File: src/rtl/hilo_pkg.sv
// Purpose  : shared op encodings, FSM states and constants for the HI/LO unit.
// Latency  : n/a (declarations only).
// Backpress: n/a.
// Contents : OP_* encodings, state_t, DIV_ITERS, DIV0_LO, counter width, op decode helpers.
package hilo_pkg;

  localparam logic [1:0] OP_MULT  = 2'b00;
  localparam logic [1:0] OP_MULTU = 2'b01;
  localparam logic [1:0] OP_DIV   = 2'b10;
  localparam logic [1:0] OP_DIVU  = 2'b11;

  typedef enum logic [1:0] {IDLE, MUL, DIV, FIX} state_t;

  localparam int          DIV_ITERS = 32;
  localparam logic [31:0] DIV0_LO   = 32'hFFFF_FFFF;
  // Wide enough for DIV_ITERS-1 and MUL_LAT-1.
  localparam int          CNT_W     = 5;

  // op[1] selects divide; op[0]=0 selects the signed flavour.
  function automatic logic op_is_div(input logic [1:0] op);
    return op[1];
  endfunction

  function automatic logic op_is_signed(input logic [1:0] op);
    return ~op[0];
  endfunction

endpackage

File: src/rtl/hilo_div_iter.sv
// Purpose  : unsigned restoring divider core, one quotient bit per step, MSB first.
// Latency  : load takes one edge, then WIDTH step edges produce quotient/remainder.
// Backpress: none; the caller sequences load/step.
// Ports    : clk, rst (async, active-high), load, step, dividend, divisor -> quotient, remainder.
module hilo_div_iter #(
  parameter int WIDTH = 32
) (
  input  logic             clk,
  input  logic             rst,
  input  logic             load,
  input  logic             step,
  input  logic [WIDTH-1:0] dividend,
  input  logic [WIDTH-1:0] divisor,
  output logic [WIDTH-1:0] quotient,
  output logic [WIDTH-1:0] remainder
);

  // quo_q starts as the dividend; each step shifts a dividend bit out of the
  // top and a quotient bit in at the bottom.
  logic [WIDTH-1:0] quo_q, quo_d;
  logic [WIDTH-1:0] rem_q, rem_d;
  logic [WIDTH-1:0] dvs_q, dvs_d;
  logic [WIDTH:0]   trial;
  logic [WIDTH:0]   diff;

  always_comb begin
    quo_d = quo_q;
    rem_d = rem_q;
    dvs_d = dvs_q;
    trial = {rem_q, quo_q[WIDTH-1]};
    // rem < divisor, so trial < 2*divisor: diff's MSB is a clean borrow flag.
    diff  = trial - {1'b0, dvs_q};
    if (load) begin
      quo_d = dividend;
      rem_d = '0;
      dvs_d = divisor;
    end else if (step) begin
      if (!diff[WIDTH]) begin
        rem_d = diff[WIDTH-1:0];
        quo_d = {quo_q[WIDTH-2:0], 1'b1};
      end else begin
        rem_d = trial[WIDTH-1:0];
        quo_d = {quo_q[WIDTH-2:0], 1'b0};
      end
    end
  end

  always_ff @(posedge clk or posedge rst) begin
    if (rst) begin
      quo_q <= '0;
      rem_q <= '0;
      dvs_q <= '0;
    end else begin
      quo_q <= quo_d;
      rem_q <= rem_d;
      dvs_q <= dvs_d;
    end
  end

  assign quotient  = quo_q;
  assign remainder = rem_q;

endmodule

File: src/rtl/hilo_unit.sv
// Purpose  : owns HI/LO; direct writes plus multi-cycle MULT/MULTU/DIV/DIVU.
// Latency  : MUL = MUL_LAT edges, DIV = 33 edges, divide-by-zero = 1 edge (start sample to commit).
// Backpress: busy high while an op is in flight; start and direct writes are dropped then.
// Ports    : clk, rst, start, op, a, b, hi_wr, lo_wr, hi_wdata, lo_wdata -> busy, done, div_by_zero, hi, lo.
// Option   : HILO_FORWARD_EN bypasses accepted direct-write data onto hi/lo in the same cycle.
module hilo_unit
  import hilo_pkg::*;
#(
  parameter int MUL_LAT = 3,
  parameter int WIDTH   = 32
) (
  input  logic             clk,
  input  logic             rst,
  input  logic             start,
  input  logic [1:0]       op,
  input  logic [WIDTH-1:0] a,
  input  logic [WIDTH-1:0] b,
  input  logic             hi_wr,
  input  logic             lo_wr,
  input  logic [WIDTH-1:0] hi_wdata,
  input  logic [WIDTH-1:0] lo_wdata,
  output logic             busy,
  output logic             done,
  output logic             div_by_zero,
  output logic [WIDTH-1:0] hi,
  output logic [WIDTH-1:0] lo
);

  state_t             state_q, state_d;
  logic [CNT_W-1:0]   cnt_q, cnt_d;
  logic [2*WIDTH-1:0] prod_q, prod_d;
  logic [WIDTH-1:0]   a_q, a_d;
  logic               neg_quo_q, neg_quo_d;
  logic               neg_rem_q, neg_rem_d;
  logic               dbz_q, dbz_d;
  logic               done_q, done_d;
  logic [WIDTH-1:0]   hi_q, hi_d;
  logic [WIDTH-1:0]   lo_q, lo_d;

  logic               div_load, div_step;
  logic [WIDTH-1:0]   quo, rem;
  logic               is_signed;
  logic [WIDTH-1:0]   abs_a, abs_b;
  logic [2*WIDTH-1:0] a_ext, b_ext, prod_full;
  logic               idle_wr_ok, hi_acc, lo_acc;

  assign is_signed = op_is_signed(op);
  // -x of the most negative value is 2^(WIDTH-1) read as unsigned, which is the true magnitude.
  assign abs_a = (is_signed && a[WIDTH-1]) ? -a : a;
  assign abs_b = (is_signed && b[WIDTH-1]) ? -b : b;

  // Extending to 2*WIDTH makes the truncated unsigned product correct for both signednesses.
  assign a_ext     = is_signed ? {{WIDTH{a[WIDTH-1]}}, a} : {{WIDTH{1'b0}}, a};
  assign b_ext     = is_signed ? {{WIDTH{b[WIDTH-1]}}, b} : {{WIDTH{1'b0}}, b};
  assign prod_full = a_ext * b_ext;

  // start takes priority over a direct write issued in the same idle cycle.
  assign idle_wr_ok = (state_q == IDLE) && !start;
  assign hi_acc     = idle_wr_ok && hi_wr;
  assign lo_acc     = idle_wr_ok && lo_wr;

  hilo_div_iter #(.WIDTH(WIDTH)) u_div (
    .clk       (clk),
    .rst       (rst),
    .load      (div_load),
    .step      (div_step),
    .dividend  (abs_a),
    .divisor   (abs_b),
    .quotient  (quo),
    .remainder (rem)
  );

  // State register and datapath flops.
  always_ff @(posedge clk or posedge rst) begin
    if (rst) begin
      state_q   <= IDLE;
      cnt_q     <= '0;
      prod_q    <= '0;
      a_q       <= '0;
      neg_quo_q <= 1'b0;
      neg_rem_q <= 1'b0;
      dbz_q     <= 1'b0;
      done_q    <= 1'b0;
      hi_q      <= '0;
      lo_q      <= '0;
    end else begin
      state_q   <= state_d;
      cnt_q     <= cnt_d;
      prod_q    <= prod_d;
      a_q       <= a_d;
      neg_quo_q <= neg_quo_d;
      neg_rem_q <= neg_rem_d;
      dbz_q     <= dbz_d;
      done_q    <= done_d;
      hi_q      <= hi_d;
      lo_q      <= lo_d;
    end
  end

  // Next-state logic.
  always_comb begin
    state_d = state_q;
    case (state_q)
      IDLE: begin
        if (start) begin
          if (!op_is_div(op))  state_d = MUL;
          else if (b == '0)    state_d = FIX;
          else                 state_d = DIV;
        end
      end
      MUL:     if (cnt_q == '0) state_d = IDLE;
      DIV:     if (cnt_q == '0) state_d = FIX;
      FIX:     state_d = IDLE;
      default: state_d = IDLE;
    endcase
  end

  // Datapath / output logic.
  always_comb begin
    cnt_d     = cnt_q;
    prod_d    = prod_q;
    a_d       = a_q;
    neg_quo_d = neg_quo_q;
    neg_rem_d = neg_rem_q;
    dbz_d     = dbz_q;
    done_d    = 1'b0;
    hi_d      = hi_q;
    lo_d      = lo_q;
    div_load  = 1'b0;
    div_step  = 1'b0;
    case (state_q)
      IDLE: begin
        if (start) begin
          a_d   = a;
          dbz_d = 1'b0;
          if (op_is_div(op)) begin
            neg_quo_d = is_signed && (a[WIDTH-1] ^ b[WIDTH-1]);
            neg_rem_d = is_signed && a[WIDTH-1];
            cnt_d     = CNT_W'(DIV_ITERS - 1);
            if (b == '0) dbz_d    = 1'b1;
            else         div_load = 1'b1;
          end else begin
            prod_d = prod_full;
            cnt_d  = CNT_W'(MUL_LAT - 1);
          end
        end
        if (hi_acc) hi_d = hi_wdata;
        if (lo_acc) lo_d = lo_wdata;
      end
      MUL: begin
        if (cnt_q == '0) begin
          hi_d   = prod_q[2*WIDTH-1:WIDTH];
          lo_d   = prod_q[WIDTH-1:0];
          done_d = 1'b1;
        end else begin
          cnt_d = cnt_q - CNT_W'(1);
        end
      end
      DIV: begin
        div_step = 1'b1;
        if (cnt_q != '0) cnt_d = cnt_q - CNT_W'(1);
      end
      FIX: begin
        done_d = 1'b1;
        if (dbz_q) begin
          lo_d = WIDTH'(DIV0_LO);
          hi_d = a_q;
        end else begin
          lo_d = neg_quo_q ? -quo : quo;
          hi_d = neg_rem_q ? -rem : rem;
        end
      end
      default: ;
    endcase
  end

  assign busy        = (state_q != IDLE);
  assign done        = done_q;
  assign div_by_zero = dbz_q;

`ifdef HILO_FORWARD_EN
  assign hi = hi_acc ? hi_wdata : hi_q;
  assign lo = lo_acc ? lo_wdata : lo_q;
`else
  assign hi = hi_q;
  assign lo = lo_q;
`endif

endmodule
File: config.mk
export PLATFORM = sky130hd
export DESIGN_NAME = hilo_unit
export DESIGN_NICKNAME = d
export VERILOG_FILES = /design/src/rtl/hilo_pkg.sv /design/src/rtl/hilo_div_iter.sv /design/src/rtl/hilo_unit.sv
export SDC_FILE = /design/constraint.sdc
export NUM_CORES = 2
export LEC_CHECK = 0
export ABC_AREA = 1
export BUFFER_PORTS_ARGS = -buffer_cell sky130_fd_sc_hd__buf_2
export CORE_ASPECT_RATIO = 1.75
export CORE_MARGIN = 3
export CORE_UTILIZATION = 25
export CTS_BUF_LIST = sky130_fd_sc_hd__clkbuf_4 sky130_fd_sc_hd__clkbuf_8 sky130_fd_sc_hd__clkbuf_16
export DETAILED_ROUTE_END_ITERATION = 12
export HOLD_SLACK_MARGIN = 0.12
export PLACE_DENSITY_LB_ADDON = 0.2
export SLEW_MARGIN = 20
export SYNTH_ARGS = -nofsm -noshare
export SYNTH_HDL_FRONTEND = slang
export SYNTH_SLANG_ARGS = --single-unit
File: constraint.sdc
create_clock -name clk -period 8.99 [get_ports clk]
set_input_delay 0.899 -clock clk [delete_from_list [all_inputs] [get_ports clk]]
set_output_delay 0.899 -clock clk [all_outputs]
set_load 0.005 [all_outputs]
Word-level counts from Yosys, hierarchy flattened
Cells that the tools add are included.
- add/subtract/negate cells: 6
- eq/ne operators: 10
- multiplexer cells: 40
- bitwise operators: 3
- multipliers: 1
- reduce and logical (&&, ||, !) cells: 22
- operator list (operator ; number):
    $mux 32 ; 15
    $pmux 32 s3 ; 2
    $mux 64 ; 2
    $neg 32->32 ; 4
    $mul 64x64->64 ; 1
    $sub 33x32->33 ; 1
    $logic_not 32->1 ; 1
    $mux 5 ; 4
    $pmux 5 s3 ; 1
    $reduce_and 3->1 ; 5
    $ne 2x2->1 const B ; 7
    $mux 1 ; 10
    $mux 2 ; 4
    $pmux 2 s4 ; 1
    $logic_and 1x1->1 ; 6
    $reduce_bool 3->1 ; 2
    $logic_not 5->1 ; 1
    $reduce_bool 5->1 ; 1
    $sub 5x1->5 const B ; 1
    $eq 2x2->1 const B ; 2
    $reduce_and 4->1 ; 1
    $reduce_bool 2->1 ; 2
    $eq 2x1->1 const B ; 1
    $logic_not 2->1 ; 1
    other kinds (5) ; 6
- register bits after elaboration: 267
- logic and storage cells: 95

Depth between registers and ports, before layout
- depth after elaboration: 6
- depth in mapped cells: 47
- gate-level depth less buffers: 44

Cells and area by module
Synthesis repeated with hierarchy kept, for this count alone.
- cells, all modules: 8724
- area total of the unflattened synthesis: 67753.7 um^2
- by module, submodules not included (module ; instances ; area an instance (um^2) ; cells an instance):
    hilo_unit ; 1 ; 60956.0 ; 7689
    hilo_div_iter ; 1 ; 6797.8 ; 1035

Worst setup path before layout
No wires, ideal clock.
- kind: input to register
- from: in op[0]
- to: reg prod_q[63]
- data required time: 8.924 ns
- setup slack: -0.006 ns
- stages: 33
- data arrival time: 8.930 ns
- setup time: 0.066 ns
- cell sequence: buf_2 > buf_1 > clkbuf_1 > nor2_1 > fa_1 > inv_1 > fa_1 > fa_1 > inv_1 > fa_1 > inv_1 > fa_1 > fa_1 > inv_1 > fa_1 > inv_1 > fa_1 > fa_1 > inv_1 > fa_1 > ha_1 > nand2_1 > nor2_1 > inv_1 > nor2_1 > inv_1 > nor4_1 > nand2_1 > nand3_1 > inv_1 > nand3_1 > nand3_1 > nand2_1
- longest elaborated chain between the ends: 2
- elaborated cells between the ends (all ways): 3
- those cells by class: mul: 1; mux: 2
- RTL lines (item ; line ; source):
    start, declared ; hilo_unit.sv:15 ; input logic [1:0] op,
    $mux 64 (on tied branches) ; hilo_unit.sv:53, hilo_unit.sv:54 ;
    $mul 64x64->64 * ; hilo_unit.sv:55 ; assign prod_full = a_ext * b_ext;
    end signal, assigned ; hilo_unit.sv:89 ; prod_q <= prod_d;
    end, declared ; hilo_unit.sv:31 ; logic [2*WIDTH-1:0] prod_q, prod_d;
Mark *: on every way between the ends. The rest lies on a longest branch, timed or not.
A chain may end at the register's enable or synchronous reset.

Final worst setup path
- from: in a[31]
- to: reg prod_q[36]
- longest elaborated chain between the ends: 2
- RTL lines (item ; line ; source):
    start, declared ; hilo_unit.sv:16 ; input logic [WIDTH-1:0] a,
    $mux 64 ; hilo_unit.sv:53 ; assign a_ext = is_signed ? {{WIDTH{a[WIDTH-1]}}, a} : {{WIDTH{1'b0}}, a};
    $mul 64x64->64 ; hilo_unit.sv:55 ;
No other way between the ends.

==> results.toml <==
[run]
maxCapViolCount = 0

[placed_design]
dp_hpwl_mm = 282
portBuffers = 201
place_inst = 13000
pre_cts_ws_ns = -0.695
place.gp.congestion = 0.978
place_area_um2 = 80200

[grt]
grt_pass1_wl_mm = 460
antenna_found_initial = 19
grt_pass1_vias = 66800
grt_start_max_net_pins = 84
grt_usage = 0.234
overflow = 0

[timing]
finalHoldViolations = 0
grt_setup_unrepaired = "yes"
period_minus_slack_ns = 8.76
worst_pin_slew_ns = 1.11
slew-limit-headroom = 0.259
setup_viol = 0
setup_ws_ns = 0.229
fin_skew_ns = 0.0449
post-route-period-util = 0.975
max_freq_mhz = 114
slew_violations = 0

[cts]
clk_pin_slew_ns = 0.06
cts-root-buf = "clkbuf_16"
cts_sinks = 267
clock_latency_ns = 0.64
hold_buffers = 0
htree_levels = 1
cts_tree = "done"
cts_made_buffers = 31
clockBufferDepth = 3

[synthesis]
yosysWarnings = 0
synth-edff-count = 0
synthCells = 8647
avgSynthCellArea_um2 = 7.79
synth_top_area_frac = 0.420
yosysMostFrequentCell = "inv_1"
ys_types = 60
ys_top_cells_by_count = "2541 x inv_1, 1863 x nand2_1, 1414 x fa_1"
synth_flop_cell = "dfrtp_1"
yosysSeqAreaShare = 0.0992
yosysTopAreaCell = "fa_1"
ys_top_cells_by_area = "fa_1 42%, inv_1 14%, nand2_1 10%"
synth_nets = 10600
synth_seq_cells = 267
syn_area_um2 = 67400
async_flop_share = 1.00

[floorplanning]
start_util = 0.252
die_h_um = 693
pin_count = 202
die_x_um = 398
rows = 251
core_um2 = 268000
die_area_um2 = 276000

[finish]
fin_area_um2 = 81600
drive_gt1_frac = 0.149
nets = 11400
post-route-util = 0.305
syn2layout_area_growth_pct = 21.1
instances_no_fill = 13100
nFillCells = 29100

[routing]
vias_per_cell = 4.52
detail-route-antenna-nets = 0
vias = 59200
wl_per_cell_um = 24.4
drt_iter0_markers = 3423
first_pass_iters = 7
wl_mm = 320
drc = 0

[worst_setup_path]
path_class = "primary input to register"
crit_path_start_kind = "primary input"
arrival_ns = 9.31
r2r_cells = 9
critPathRequiredTime_ns = 9.54
cp_max_fo = 5
max_stage_delay_ns = 0.59
cpMaxStageDelayCell = "fa_1"
cp-end-kind = "register"
critPathMostFrequentCell = "fa_1"

[worst_hold_path]
min_path_type = "primary input to async pin"

[outcome]
run_status = "completed"
## sequential cells by signal, summed over array words and instances (netlist names)
signal	count
lo	32
neg_quo_q	1
prod_q	64
cnt_q	5
a_q	32
u_div.dvs_q	32
u_div.quotient	32
u_div.remainder	32
neg_rem_q	1
state_q	2
hi	32
div_by_zero	1
done	1
## critical path: cells and delay by family
family          cells  cell delay [ns]
compound gates      3             0.74
fa+ha+maj          11             5.57
simple gates        6             0.87
buf+inv            12             1.15
## per-layer routing
layer	up-vias	wire length, µm	global-route usage
li1	26800	-	-
met1	30000	97400	0.212
met2	1605	175000	0.454
met3	745	11000	0.0214
met4	8	36700	0.207
met5	-	54	0
## logic make-up after synthesis
kind of cell / Yosys count / synth area share
AOI/OAI and AO/OA: 745 / 0.0658
DFF: 267 / 0.0992
adders and majority gates: 1771 / 0.487
buffers and inverters: 2920 / 0.165
xor gates and xnor gates: 103 / 0.0134
and+or+nand+nor: 2837 / 0.170
muxes: 4 / 0.000669
## through the flow
stage / hold WS (ns) / TNS, ns
5_1_grt: 0.406 / -0.0337
4_1_cts: 0.367 / 0
6_report: 0.371 / 0
2_1_floorplan: 0.442 / 0
3_5_place_dp: 0.468 / -18.53
3_3_place_gp: 0.463 / -18.86
## layout make-up
class / count / area [µm²] / share of cell area
clock inverter: 14 / 196 / 0.00241
inverter: 2549 / 9580 / 0.117
multi-input combinational: 5460 / 49800 / 0.611
sequential: 267 / 6680 / 0.0819
clock buffer: 41 / 882 / 0.0108
tap: 3542 / 4430 / 0.0543
timing repair buffer: 1225 / 9950 / 0.122
antenna: 7 / 17.5 / 0.000215
## final timing paths
kind / start / endpoint / slack [ns]
worst max-delay path: a[31] / prod_q[36]$_DFFE_PP0P_ / 0.23
worst min-delay path: rst / state_q[1]$_DFFE_PP0P_ / 0.37
worst max register to register: state_q[0]$_DFFE_PP0P_ / lo[0]$_DFFE_PP0P_ / 5.28
worst min register to register: a_q[7]$_DFFE_PP0P_ / a_q[7]$_DFFE_PP0P_ / 0.49
max in group asynchronous: rst / u_div.dvs_q[15]$_DFFE_PP0P_ / 6.31
min in group clk: a_q[7]$_DFFE_PP0P_ / a_q[7]$_DFFE_PP0P_ / 0.49
## repair_timing
| action | CTS | global route |
|---|---|---|
| pin swaps | 0 | 4 |
| resized for setup | 2 | 84 |
| setup buffers | 0 | 3 |
| endpoints found under the setup margin | 2 | 26 |
| endpoints found under the hold margin | 0 | 0 |
| cloned | 0 | 2 |
## placed cells by master (no fill, tap or decap), types with 21 or more instances in the layout
cell type	instances
a21oi_1	227
a221oi_1	53
a31oi_1	50
buf_12	95
buf_2	195
buf_4	925
clkbuf_16	33
dfrtp_1	267
fa_1	1393
fa_2	21
ha_1	354
inv_1	2536
nand2_1	1861
nand3_1	238
nand4_1	53
nor2_1	538
nor2_2	33
nor3_1	37
o211ai_1	29
o21ai_0	246
o221ai_1	36
xnor2_1	39
xor2_1	64
Power is left out: the tool's default activity adds up to more than one toggle a clock period on the data nets, which glitch-free logic cannot reach.
